$ cat config.mk
export PLATFORM = sky130hd
export DESIGN_NAME = sensor_frame_packer
export DESIGN_NICKNAME = d
export VERILOG_FILES = /design/src/rtl/sensor_frame_packer.sv
export SDC_FILE = /design/constraint.sdc
export NUM_CORES = 1
export LEC_CHECK = 0
export BUFFER_PORTS_ARGS = -buffer_cell sky130_fd_sc_hd__buf_2
export CAP_MARGIN = 20
export CORE_AREA = 2 2 217 219
export DETAILED_ROUTE_END_ITERATION = 16
export DIE_AREA = 0 0 219 221
export PLACE_DENSITY = 0.43
export SYNTH_ARGS = -nofsm -noshare
export SYNTH_HDL_FRONTEND = slang
export SYNTH_HIERARCHICAL = 1
export SYNTH_SLANG_ARGS = --single-unit
$ cat constraint.sdc
create_clock -name sys_clk_i -period 6.1 [get_ports sys_clk_i]
set_input_delay 0.305 -clock sys_clk_i [delete_from_list [all_inputs] [get_ports sys_clk_i]]
set_output_delay 0.305 -clock sys_clk_i [all_outputs]
set_load 0.01 [all_outputs]
$ cat src/rtl/sensor_frame_packer.sv
// Round-robin packer: drains PKT_LEN bytes from one eligible sensor FIFO into a
// framed byte stream (sync word, header, payload, checksum) with valid/ready/last.

module sfp_lane #(
  parameter int PKT_LEN = 256
) (
  input  logic [15:0] i_count,
  input  logic        i_empty,
  input  logic        i_sel,
  input  logic        i_rd_req,
  output logic        o_eligible,
  output logic        o_rd_en
);
  localparam logic [15:0] LEN16 = 16'(PKT_LEN);

  assign o_eligible = (i_count >= LEN16) && !i_empty;
  assign o_rd_en    = i_sel && i_rd_req && !i_empty;
endmodule

module sensor_frame_packer #(
  parameter int          SENSOR_NUM = 20,
  parameter int          PKT_LEN    = 256,
  parameter logic [15:0] HEAD       = 16'hEB90
) (
  input  logic                     sys_clk_i,
  input  logic                     rst_i,
  input  logic                     enable_i,
  output logic [SENSOR_NUM-1:0]    rd_en_o,
  input  logic [SENSOR_NUM*8-1:0]  rd_dout_i,
  input  logic [SENSOR_NUM-1:0]    empty_i,
  input  logic [SENSOR_NUM*16-1:0] rd_data_count_i,
  output logic [7:0]               m_tdata_o,
  output logic                     m_tvalid_o,
  input  logic                     m_tready_i,
  output logic                     m_tlast_o,
  output logic [31:0]              frame_cnt_o,
  output logic                     busy_o
);
  localparam int              PW      = (SENSOR_NUM > 1) ? $clog2(SENSOR_NUM) : 1;
  localparam logic [15:0]     LEN16   = 16'(PKT_LEN);
  localparam logic [PW-1:0]   LAST_CH = PW'(SENSOR_NUM - 1);

  typedef enum logic [2:0] {
    S_IDLE, S_SCAN, S_HDR, S_RD_REQ, S_RD_WAIT, S_PAY, S_CKS
  } state_t;

  state_t          r_state, w_next;
  logic [PW-1:0]   r_ptr, r_ch;
  logic [2:0]      r_hidx;
  logic [15:0]     r_bcnt;
  logic [7:0]      r_seq, r_cks, r_tdata;
  logic            r_tvalid, r_tlast;
  logic [31:0]     r_frame_cnt;

  logic [SENSOR_NUM-1:0][7:0]  w_dout;
  logic [SENSOR_NUM-1:0][15:0] w_count;
  logic [SENSOR_NUM-1:0]       w_elig, w_sel;
  logic                        w_hs, w_hit, w_rd_go, w_rd_req;
  logic [PW-1:0]               w_ptr_inc, w_ch_inc;
  logic [7:0]                  w_ch8, w_hdr_byte, w_rd_byte;

  assign w_dout  = rd_dout_i;
  assign w_count = rd_data_count_i;

  genvar g;
  generate
    for (g = 0; g < SENSOR_NUM; g++) begin : g_lane
      assign w_sel[g] = (r_ch == PW'(g));
      sfp_lane #(.PKT_LEN(PKT_LEN)) u_lane (
        .i_count    (w_count[g]),
        .i_empty    (empty_i[g]),
        .i_sel      (w_sel[g]),
        .i_rd_req   (w_rd_req),
        .o_eligible (w_elig[g]),
        .o_rd_en    (rd_en_o[g])
      );
    end
  endgenerate

  assign w_rd_req  = (r_state == S_RD_REQ);
  assign w_rd_go   = |rd_en_o;
  assign w_hs      = r_tvalid && m_tready_i;
  assign w_hit     = (r_state == S_SCAN) && enable_i && w_elig[r_ptr];
  assign w_ptr_inc = (r_ptr == LAST_CH) ? '0 : r_ptr + PW'(1);
  assign w_ch_inc  = (r_ch == LAST_CH) ? '0 : r_ch + PW'(1);
  assign w_ch8     = 8'(r_ch);
  assign w_rd_byte = w_dout[r_ch];

  // Header byte that follows the one currently presented (index r_hidx).
  always_comb begin
    w_hdr_byte = HEAD[15:8];
    case (r_hidx)
      3'd0:    w_hdr_byte = HEAD[7:0];
      3'd1:    w_hdr_byte = w_ch8;
      3'd2:    w_hdr_byte = r_seq;
      3'd3:    w_hdr_byte = LEN16[15:8];
      3'd4:    w_hdr_byte = LEN16[7:0];
      default: w_hdr_byte = HEAD[15:8];
    endcase
  end

  always_ff @(posedge sys_clk_i) begin
    if (rst_i) r_state <= S_IDLE;
    else       r_state <= w_next;
  end

  always_comb begin
    w_next = r_state;
    case (r_state)
      S_IDLE:    if (enable_i) w_next = S_SCAN;
      S_SCAN: begin
        if (!enable_i)  w_next = S_IDLE;
        else if (w_hit) w_next = S_HDR;
      end
      S_HDR:     if (w_hs && r_hidx == 3'd5) w_next = S_RD_REQ;
      S_RD_REQ:  if (w_rd_go) w_next = S_RD_WAIT;
      S_RD_WAIT: w_next = S_PAY;
      S_PAY:     if (w_hs) w_next = (r_bcnt == LEN16) ? S_CKS : S_RD_REQ;
      S_CKS:     if (w_hs) w_next = enable_i ? S_SCAN : S_IDLE;
      default:   w_next = S_IDLE;
    endcase
  end

  always_ff @(posedge sys_clk_i) begin
    if (rst_i) begin
      r_ptr       <= '0;
      r_ch        <= '0;
      r_hidx      <= '0;
      r_bcnt      <= '0;
      r_seq       <= '0;
      r_cks       <= '0;
      r_tdata     <= '0;
      r_tvalid    <= 1'b0;
      r_tlast     <= 1'b0;
      r_frame_cnt <= '0;
    end else begin
      case (r_state)
        S_SCAN: begin
          if (w_hit) begin
            // Checksum seeds with the header fields it covers; sync word excluded.
            r_ch     <= r_ptr;
            r_hidx   <= '0;
            r_bcnt   <= '0;
            r_cks    <= 8'(r_ptr) + r_seq + LEN16[15:8] + LEN16[7:0];
            r_tdata  <= HEAD[15:8];
            r_tvalid <= 1'b1;
          end else if (enable_i) begin
            r_ptr <= w_ptr_inc;
          end
        end
        S_HDR: begin
          if (w_hs) begin
            if (r_hidx == 3'd5) begin
              r_tvalid <= 1'b0;
            end else begin
              r_hidx  <= r_hidx + 3'd1;
              r_tdata <= w_hdr_byte;
            end
          end
        end
        S_RD_WAIT: begin
          r_tdata  <= w_rd_byte;
          r_tvalid <= 1'b1;
          r_cks    <= r_cks + w_rd_byte;
          r_bcnt   <= r_bcnt + 16'd1;
        end
        S_PAY: begin
          if (w_hs) begin
            if (r_bcnt == LEN16) begin
              r_tdata <= r_cks;
              r_tlast <= 1'b1;
            end else begin
              r_tvalid <= 1'b0;
            end
          end
        end
        S_CKS: begin
          if (w_hs) begin
            r_tvalid    <= 1'b0;
            r_tlast     <= 1'b0;
            r_seq       <= r_seq + 8'd1;
            r_frame_cnt <= r_frame_cnt + 32'd1;
            r_ptr       <= w_ch_inc;
          end
        end
        default: ;
      endcase
    end
  end

  assign m_tdata_o   = r_tdata;
  assign m_tvalid_o  = r_tvalid;
  assign m_tlast_o   = r_tlast;
  assign frame_cnt_o = r_frame_cnt;
  assign busy_o      = !(r_state == S_IDLE || r_state == S_SCAN);
endmodule

Yosys cells after proc, flatten, opt, wreduce, memory -nomap -nowiden
Index checks and enable logic that the tools add are counted.

word-level totals
  input bits = 504
  bits in registers = 90
  logic and storage cells = 238

cells by class
  mux-type cells = 45
  add/subtract/negate cells = 9
  reduce and logical (&&, ||, !) cells = 105
  $lt $le $gt $ge = 22
  equality and inequality tests = 46

operator list
  operator                                              number
  >= comparator 16 x 9 -> 1 bit, second input constant  20
  logical AND 1 bit                                     64
  2-to-1 mux 8 bit                                      7
  binary-select mux 8 bit (select 5 bit)                1
  equality test 5 x 4 -> 1 bit, second input constant   8
  case mux 8 bit (5 select lines)                       1
  2-to-1 mux 3 bit                                      11
  adder 32 x 1 -> 32 bit, second input constant         1
  case mux 16 bit (2 select lines)                      1
  case mux 8 bit (4 select lines)                       1
  != test 2 bit, second input constant                  13
  equality test 5 bit, second input constant            5
  2-to-1 mux 5 bit                                      5
  zero test 1 bit                                       21
  case mux 3 bit (7 select lines)                       1
  equality test 5 x 3 -> 1 bit, second input constant   4
  OR reduction 20 bit                                   1
  adder 16 x 1 -> 16 bit, second input constant         1
  adder 8 x 1 -> 8 bit, second input constant           2
  equality test 16 x 9 -> 1 bit, second input constant  1
  2-to-1 mux 16 bit                                     1
  case mux 8 bit (2 select lines)                       1
  equality test 3 bit, second input constant            5
  equality test 3 x 2 -> 1 bit, second input constant   4
  other kinds (25)                                      47

Logic depth before layout (Yosys ltp)
Gate-level depths: netlist of run 1.

  depth after elaboration = 8
  depth in mapped cells = 16
  mapped depth without buffers = 14

By module
The synthesis of run 1 kept the hierarchy.

modules (own cells, without submodules)
  module               area each (µm²)  cells each  times used
  sensor_frame_packer  6869.1           789         1
  sfp_lane             25.0             5           20

Worst setup path after synthesis of run 1
No wires, ideal clock.

  path kind = register to register
  start = register r_ch[0]
  end = register r_cks[6]
  cell stages (with the launch flop) = 14
  library setup time = 134 ps
  setup slack = 2670 ps
  arrival = 3296 ps
  path buffers = 2
  cell sequence = dfxtp_1 buf_4 buf_2 mux4_2 mux4_2 a22o_1 ha_1 nor2b_1 o21a_1 o21ai_0 nand2b_1 a21oi_1 xor2_1 o32ai_1

between the ends
  cells in the longest elaborated chain, start to end = 4

RTL lines
  what                                    RTL line  text
  start: declaration                      48        logic [PW-1:0] r_ptr, r_ch;
  start signal: assignment                141       r_ch <= r_ptr;
  binary-select mux 8 bit (select 5 bit)  87        assign w_rd_byte = w_dout[r_ch];
  2-to-1 mux 8 bit (not written as such)  87
  adder 8 bit                             164       r_cks <= r_cks + w_rd_byte;
  case mux 8 bit (2 select lines)         137       case (r_state)
  end signal: assignment                  144       r_cks <= 8'(r_ptr) + r_seq + LEN16[15:8] + LEN16[7:0];
  end signal: assignment                  164
  end: declaration                        51        logic [7:0] r_seq, r_cks, r_tdata;

No other way between the ends. The select of a mux whose other input is x is not followed.
A chain may end at the register's enable or synchronous reset.

Worst setup path after layout of run 1
  start = register r_ch[0]
  end = register r_cks[7]

Same word-level chain as after synthesis.

==> flow_metrics.tcl, run 1 <==
set metrics [dict create \
    syn_area_per_cell_sq_um 8.29 \
    cts_resized 0 \
    hold_viol 0 \
    grt-ovfl-total 0 \
    max_freq_mhz 248 \
    rsz0062_at_grt "no" \
    power.internal_mw 1.34 \
    port_buffers 406 \
    routed_wirelength_microns 34900 \
    drt-initial-drc-count 470 \
    io-pin-count 567 \
    p_clk_frac 0.332 \
    setup_tns_ps 0 \
    power_mw 2.04 \
    die-area_sq_um 48400 \
    grt_pass1_vias 8421 \
    routabilityCongestion 0.860 \
    combPwrFrac 0.323 \
    cts-root-buf "clkbuf_16" \
    min_period_over_period 0.662 \
    dieWidth_microns 219 \
    syn_nets 1422 \
    dp_hpwl_microns 29300 \
    fin_nets 1801 \
    outcome "completed" \
    h-tree-depth 3 \
    synth_edf_count 0 \
    row_count 79 \
    antenna_found_initial 8 \
    peakVddDrop_mv 0.113 \
    core_sq_um 46100 \
    synthFlopType "dfxtp_1" \
    floorplan.initialDensity 0.160 \
    synthToLayoutAreaGrowth_pct 40.7 \
    numCtsBuffers 9 \
    crit_fanout 29 \
    dr.pass1.iters 5 \
    synth_seq_cells 90 \
    yosysWarnings 6 \
    whs_ps 449 \
    cp-end-kind "flip-flop" \
    hp-class "primary input to flip-flop" \
    post-route-drc-count 0 \
    clk_pin_slew_ps 70 \
    critical_path_class "flip-flop to flip-flop" \
    p_sw_mw 0.699 \
    p_sw_frac 0.343 \
    p_leak_nw 4.29 \
    tightest_slew_ps 991 \
    syn_area_sq_um 7370 \
    grt_usage 0.141 \
    p_per_area_nw_per_um2 197 \
    clock-sinks 90 \
    yosysMostFrequentCell "nor2_1" \
    ant_nets 0 \
    clk_latency_ps 360 \
    maxCapViolCount 0 \
    ctsHoldBuffers 0 \
    slew_viol_final 0 \
    slew_headroom 0.339 \
    grt_max_degree 36 \
    wl_per_cell_microns 18.6 \
    cts_setup_buffers 0 \
    tritoncts "built" \
    vias 8340 \
    drive_gt1_frac 0.405 \
    layout_min_cycle_time_ps 4040 \
    clock_path_buffers 2 \
    postSynth.asyncResetShare 0 \
    die_h_microns 221 \
    synth.distinct_cells 69 \
    final_util 0.225 \
    power_frac_seq 0.345 \
    synthCells 889 \
    required_ps 6380 \
    yosysTopAreaCell "dfxtp_1" \
    setup_violations 0 \
    skew_ps 9.24 \
    arrival_ps 4310 \
    synth.top_cells.by_count "134 x nor2_1, 103 x nand2_1, 90 x dfxtp_1" \
    start_kind "flip-flop" \
    ys_seq_area_frac 0.244 \
    synth_area_leaders "dfxtp_1 24%, mux4_2 15%, nor2_1 6.8%, nand2_1 5.2%, a21oi_1 4.9%" \
    routed_via_density 4.43 \
    nFillCells 5193 \
    netlist.area_leader.share 0.244 \
    grt_pass1_wl_microns 50900 \
]
## power groups by stage
| stage | Sequential [mW] | Combinational (mW) | Clock, mW |
|---|---|---|---|
| 2_1_floorplan | 0.677 | 0.417 | 0 |
| 3_3_place_gp | 0.717 | 0.657 | 0 |
| 3_5_place_dp | 0.718 | 0.662 | 0 |
| 4_1_cts | 0.704 | 0.666 | 0.700 |
| 5_1_grt | 0.715 | 0.725 | 0.717 |
| 6_report | 0.705 | 0.659 | 0.677 |
## cells in the final DEF, fill, tap and decap left out, drive strengths merged, types with 7 or more instances in the layout
cell / Yosys / final
dfxtp: 90 / 90
a311oi: 13 / 13
nor2: 135 / 135
buf: 16 / 416
xnor2: 13 / 13
and3: 7 / 7
o21ai: 25 / 25
nor4: 46 / 46
nand2b: 7 / 7
mux4: 50 / 50
and4: 7 / 7
xor2: 33 / 33
nand2: 103 / 103
a21o: 7 / 7
inv: 26 / 27
nor2b: 11 / 11
nand3: 31 / 31
o22ai: 7 / 7
ha: 27 / 27
mux2i: 11 / 11
a21oi: 73 / 73
nor3: 17 / 17
clkbuf: 32 / 10
nand4: 12 / 12
nor3b: 9 / 9
and2: 7 / 7
## flip-flops by register name, summed over array words and instances, names as in the netlist
signal and flops:
r_hidx 3, r_ptr 5, r_cks 8, m_tlast_o 1, m_tvalid_o 1, r_state 3
r_ch 5, r_bcnt 16, r_seq 8, frame_cnt_o 32, m_tdata_o 8
## cell type report
type,count,area [sq um],share of cell area
diodes,2,5.00,0.000483
inverters,26,97.6,0.00941
repair buffers,416,2110,0.203
well taps,607,759,0.0732
flip-flops and latches,90,1800,0.174
clock buffers,10,239,0.0230
multi-input cells,725,5240,0.506
clock inverters,6,113,0.0109
## final timing paths
| check | from | endpoint | slack [ps] | cells past startpoint |
|---|---|---|---|---|
| worst min-delay path | rst_i | frame_cnt_o[28]$_SDFFE_PP0P_ | 450 | 2 |
| worst max register to register | r_ch[0]$_SDFFE_PP0P_ | r_cks[7]$_SDFFE_PP0P_ | 2060 | 13 |
| worst min register to register | m_tdata_o[0]$_SDFFE_PP0P_ | m_tdata_o[0]$_SDFFE_PP0P_ | 460 | 2 |
| worst max-delay path | r_ch[0]$_SDFFE_PP0P_ | r_cks[7]$_SDFFE_PP0P_ | 2060 | 13 |
## per-stage QoR
stage               instance area (sq um)  instances  worst slack (ps)
global route                        10400       1882              1650
global placement                    10000       1864              2030
finish                              10400       1882              2060
detailed placement                  10000       1864              1990
floorplan                            7370        889              2670
CTS                                 10400       1880              1970
## cells by family after synthesis
kind of cell / after synthesis / share of synthesized area
and+or+nand+nor: 412 / 0.271
xor gates and xnor gates: 46 / 0.0547
muxes: 63 / 0.171
AOI/OAI and AO/OA: 175 / 0.163
DFF: 90 / 0.244
adders and majority gates: 29 / 0.0513
buffers and inverters: 74 / 0.0443
## critical path, cell delays in order (launching register included)
cell and delay [ps]:
dfxtp_2 970, mux4_2 680, mux4_2 490, nand2_1 80
and2_1 180, inv_1 60, ha_1 260, a21oi_1 200
o21ai_0 170, o21a_1 210, nor3_1 140, o21bai_1 120
xnor2_1 140, a211oi_1 220
## per-layer routing
metal	global-route usage	wire length, microns
met5	0	37
met4	0.0652	1490
met3	0.0316	2050
met2	0.230	16100
met1	0.176	15200
No activity file was read; power rests on OpenSTA's default activity.
==> run 2: changes to the inputs <==
Settings changed: CORE_AREA 2 2 217 219 to 2 2 223 225, DIE_AREA 0 0 219 221 to 0 0 225 227.
Clock period 6.1 ns to 3.3 ns, I/O delays scaled along.
==> run 2 against run 1 <==
Net effect: highest routed layer is now met4; die area rose by 5.5%; sequential share of layout area fell by 0.83 points; routed wire length rose by 5.4%; clock power rose by 64%; core utilization barely moved; worst hold slack got worse by 160 ps; first-iteration DRC count rose by 3.4%; via count rose by 2.4%; combinational power rose by 110%; fmax rose by 23%; global-route usage barely moved.
==> flow_metrics.tcl, run 2 (synthesis results as in run 1) <==
set metrics [dict create \
    fin_nets 1860 \
    tightest_slew_ps 820 \
    clock-sinks 90 \
    final_util 0.225 \
    row_count 81 \
    vias 8541 \
    multi_input_area_sq_um 5310 \
    routed_wirelength_microns 36800 \
    port_buffers 406 \
    drive_gt1_frac 0.441 \
    start_kind "flip-flop" \
    grt_pass1_wl_microns 53500 \
    numCtsBuffers 9 \
    largest_reg_flops 32 \
    hold_viol 0 \
    combPwrFrac 0.370 \
    p_sw_frac 0.377 \
    routed_via_density 4.36 \
    wl_per_cell_microns 18.8 \
    p_per_area_nw_per_um2 341 \
    grt_pass1_vias 8572 \
    stdcell_area_sq_um 10900 \
    peakVddDrop_mv 0.215 \
    p_clk_frac 0.297 \
    arrival_ps 3540 \
    skew_ps 20.9 \
    post-route-drc-count 0 \
    hp-class "primary input to flip-flop" \
    layout_min_cycle_time_ps 3270 \
    power_mw 3.73 \
    clk_pin_slew_ps 90 \
    outcome "completed" \
    die_h_microns 227 \
    min_period_over_period 0.992 \
    die-area_sq_um 51100 \
    routabilityCongestion 0.860 \
    power_frac_seq 0.332 \
    drt-initial-drc-count 486 \
    setup_ws_ps 25.7 \
    dr.pass1.iters 5 \
    core_sq_um 48500 \
    clk_latency_ps 370 \
    rsz0062_at_grt "yes" \
    h-tree-depth 3 \
    final_cells 1960 \
    ctsHoldBuffers 0 \
    io-pin-count 567 \
    required_ps 3570 \
    dp_cells 1927 \
    most-common-layout-cells "406 x buf_2, 134 x nor2_1, 101 x nand2_1" \
    clock_path_buffers 2 \
    tritoncts "built" \
    grt-ovfl-total 0 \
    max_freq_mhz 305 \
    place_worst_setup_slack_ps -224 \
    power.internal_mw 2.32 \
    slew_viol_final 0 \
    dieWidth_microns 225 \
    dpl_cell_area_sq_um 10400 \
    p_sw_mw 1.40 \
    regArea_sq_um 1810 \
    whs_ps 290 \
    nFillCells 5372 \
    floorplan.initialDensity 0.152 \
    ant_nets 0 \
    maxCapViolCount 0 \
    crit_fanout 6 \
    layout_commonest_cell "buf_2" \
    setup_violations 0 \
    antenna_found_initial 15 \
    grt_usage 0.141 \
    critical_path_class "flip-flop to flip-flop" \
    dp_hpwl_microns 31200 \
    slew_headroom 0.452 \
    cp-end-kind "flip-flop" \
    synthToLayoutAreaGrowth_pct 48.1 \
    p_leak_nw 4.60 \
    grt_max_degree 55 \
    setup_tns_ps 0 \
    cts-root-buf "clkbuf_16" \
]
-- run 2: path summary, 6_finish.rpt --
path	from	endpoint	slack (ps)	cells after the start
worst max-delay path	r_ch[0]$_SDFFE_PP0P_	r_cks[6]$_SDFFE_PP0P_	30	15
worst min-delay path	rst_i	r_bcnt[5]$_SDFFE_PP0P_	290	3
worst max register to register	r_ch[0]$_SDFFE_PP0P_	r_cks[6]$_SDFFE_PP0P_	30	15
worst min register to register	m_tdata_o[2]$_SDFFE_PP0P_	m_tdata_o[2]$_SDFFE_PP0P_	460	2
-- run 2: worst max-delay path: stages (launching register included) --
cell	delay (ps)
dfxtp_4	440
buf_12	140
mux4_2	540
mux4_2	520
nand2_2	70
nand2_1	60
ha_2	180
inv_2	60
fa_2	210
nor2b_2	50
o21a_1	200
o21ai_2	160
nand2b_1	90
a21oi_2	130
xor2_1	80
o32ai_1	240
-- run 2: what timing repair did --
action | CTS | global route
pin swaps | 4 | 10
setup endpoints to repair | 3 | 3
resized for setup | 13 | 11
buffers inserted | 7 | 4
-- run 2: layout make-up --
class	instances	share of cell area
Clock buffer	9	0.0206
Antenna cell	6	0.00138
Inverter	26	0.00894
Multi-Input combinational cell	725	0.487
Timing Repair Buffer	475	0.238
Tap cell	622	0.0713
Sequential cell	90	0.166
Clock inverter	7	0.00699
-- run 2: power by group through the flow --
stage	registers, mW	clock network, mW	logic (mW)
floorplan	1.25	0	0.771
global placement	1.26	0	1.36
detailed placement	1.27	0	1.36
finish	1.24	1.11	1.38
CTS	1.24	1.14	1.38
global route	1.25	1.18	1.51
-- run 2: per-layer routing --
metal / vias to the layer above / share of wire / global-route usage
li1: 4178 / - / -
met1: 3982 / 0.43 / 0.174
met2: 337 / 0.47 / 0.245
met3: 44 / 0.051 / 0.0226
met4: 0 / 0.041 / 0.0583
met5: - / 0 / 0
==> run 3: changes to the inputs <==
Settings changed: PLACE_DENSITY 0.43 to not set.
==> run 3 against run 2 <==
Net effect: flip-flop and latch count unchanged; global-route usage decreased by 0.27 points; register-to-register slack about the same; largest power group unchanged.
==> flow_metrics.tcl, run 3 (synthesis results as in run 1) <==
set metrics [dict create \
    grt_pass1_wl_microns 52500 \
    nFillCells 5278 \
    met1_length_microns 15600 \
    routabilityCongestion 0.889 \
    io-pin-count 567 \
    hold_viol 0 \
    path_buf_inv 2 \
    p_sw_frac 0.361 \
    grt-ovfl-total 0 \
    row_count 81 \
    cp.depth 14 \
    p_sw_mw 1.29 \
    wl_per_cell_microns 18.7 \
    p_per_area_nw_per_um2 332 \
    p_leak_nw 4.52 \
    setup_tns_ps 0 \
    p_clk_frac 0.284 \
    slowest_delay_ps 550 \
    vias 8712 \
    grt_max_degree 31 \
    post-route-drc-count 0 \
    antenna_found_initial 18 \
    rsz0062_at_grt "yes" \
    drive_gt1_frac 0.432 \
    path_cells "buf_12 > mux4_2 > mux4_2 > nand2_1 > and2_4 > inv_1 > ha_1 > a21oi_2 > o21ai_2 > o21a_1 > nor3_2 > o21bai_1 > xnor2_1 > a211oi_1" \
    layout_commonest_cell "buf_2" \
    crit_top_cell "mux4_2" \
    grt_usage 0.139 \
    dieWidth_microns 225 \
    floorplan.initialDensity 0.152 \
    met2_wirelength_microns 17500 \
    dp_hpwl_microns 31300 \
    cp-end-kind "flip-flop" \
    critical_path_class "flip-flop to flip-flop" \
    die-area_sq_um 51100 \
    grt_pass1_vias 8554 \
    slew_viol_final 0 \
    clk_latency_ps 350 \
    clock-sinks 90 \
    die_h_microns 227 \
    port_buffers 406 \
    tightest_slew_ps 753 \
    hp-class "primary input to flip-flop" \
    maxCapViolCount 0 \
    start_kind "flip-flop" \
    power.internal_mw 2.29 \
    cpLargestDelayFamily "multiplexers" \
    numCtsBuffers 9 \
    dp_cells 1920 \
    worstHoldPathCells 4 \
    top_layer "met4" \
    largest_reg_flops 32 \
    cts-root-buf "clkbuf_16" \
    wl_met3_microns 2530 \
    rr_worst_depth 14 \
    max_freq_mhz 305 \
    clock_path_buffers 2 \
    slew_headroom 0.497 \
    arrival_ps 3540 \
    final_cells 1950 \
    most-common-layout-cells "406 x buf_2, 134 x nor2_1, 103 x nand2_1" \
    cp_slowest_cell "mux4_2" \
    fin_nets 1847 \
    crit_fanout 7 \
    setup_violations 0 \
    skew_ps 12.6 \
    synthToLayoutAreaGrowth_pct 46.5 \
    routed_via_density 4.47 \
    drt-initial-drc-count 679 \
    routed_wirelength_microns 36500 \
    ant_nets 0 \
    required_ps 3570 \
    h-tree-depth 3 \
    outcome "completed" \
    combPwrFrac 0.364 \
    dr.pass1.iters 6 \
    core_sq_um 48500 \
    layout_min_cycle_time_ps 3270 \
    min_period_over_period 0.992 \
    clk_pin_slew_ps 70 \
    peakVddDrop_mv 0.282 \
    tritoncts "built" \
    power_frac_seq 0.351 \
]
==> run 3: cell types whose count changed in the layout (fill, tap and decap cells not counted), sizes merged <==
cell,before,now
inv,31,27
clkinv,2,3
diode,6,9
clkinvlp,0,1
clkbuf,9,11
buf,475,462
==> run 3: routing by layer <==
metal | vias up | track usage
met5 | - | 0
met4 | 0 | 0.0408
met3 | 40 | 0.0250
met2 | 408 | 0.241
met1 | 4113 | 0.175
li1 | 4151 | -
==> run 3: timing repair <==
item,in CTS,in global routing
endpoints found under the setup margin,2,3
resized for setup,10,10
cloned,1,0
hold buffers,0,0
setup buffers,3,1
pin swaps,0,7
==> run 3: final cells by class <==
class | instances | area, sq um | share of cell area
well taps | 622 | 778 | 0.0721
flip-flops and latches | 90 | 1810 | 0.167
clock inverters | 5 | 38.8 | 0.00359
clock buffers | 11 | 243 | 0.0225
inverters | 26 | 97.6 | 0.00904
multi-input cells | 725 | 5280 | 0.489
repair buffers | 462 | 2530 | 0.234
diodes | 9 | 22.5 | 0.00209
==> run 3: metrics by stage <==
stage | power (mW) | area (sq um) | hold WS (ps) | setup WS (ps) | utilization
4_1_cts | 3.61 | 10700 | 321 | 12.8 | 0.221
3_5_place_dp | 2.57 | 10400 | 446 | -65.8 | 0.213
2_1_floorplan | 2.02 | 7380 | 385 | 15.0 | -
6_report | 3.58 | 10800 | 324 | 25.2 | 0.222
5_1_grt | 3.79 | 10800 | 373 | -78.3 | 0.222
3_3_place_gp | 2.56 | 10400 | 439 | -61.3 | 0.213
==> run 3: power by group through the flow <==
stage               Combinational [mW]  Sequential [mW]  Clock (mW)
global route                      1.43             1.27        1.09
global placement                  1.28             1.28           0
floorplan                        0.771             1.25           0
finish                            1.31             1.26        1.02
CTS                               1.31             1.26        1.04
detailed placement                1.29             1.28           0
==> run 3: final timing paths <==
path                                           startpoint                        end  slack (ps)
worst max-delay path                 r_ch[0]$_SDFFE_PP0P_      r_cks[7]$_SDFFE_PP0P_          30
worst min-delay path                             enable_i    m_tvalid_o$_SDFFE_PP0P_         320
worst max register to register       r_ch[0]$_SDFFE_PP0P_      r_cks[7]$_SDFFE_PP0P_          30
worst min register to register  m_tdata_o[2]$_SDFFE_PP0P_  m_tdata_o[2]$_SDFFE_PP0P_         460
==> run 3: tightest hold or removal path, delay by kind of cell <==
kind / cells / cell delay (ps)
AO/OA/AOI/OAI: 3 / 340
buffers and inverters: 1 / 130
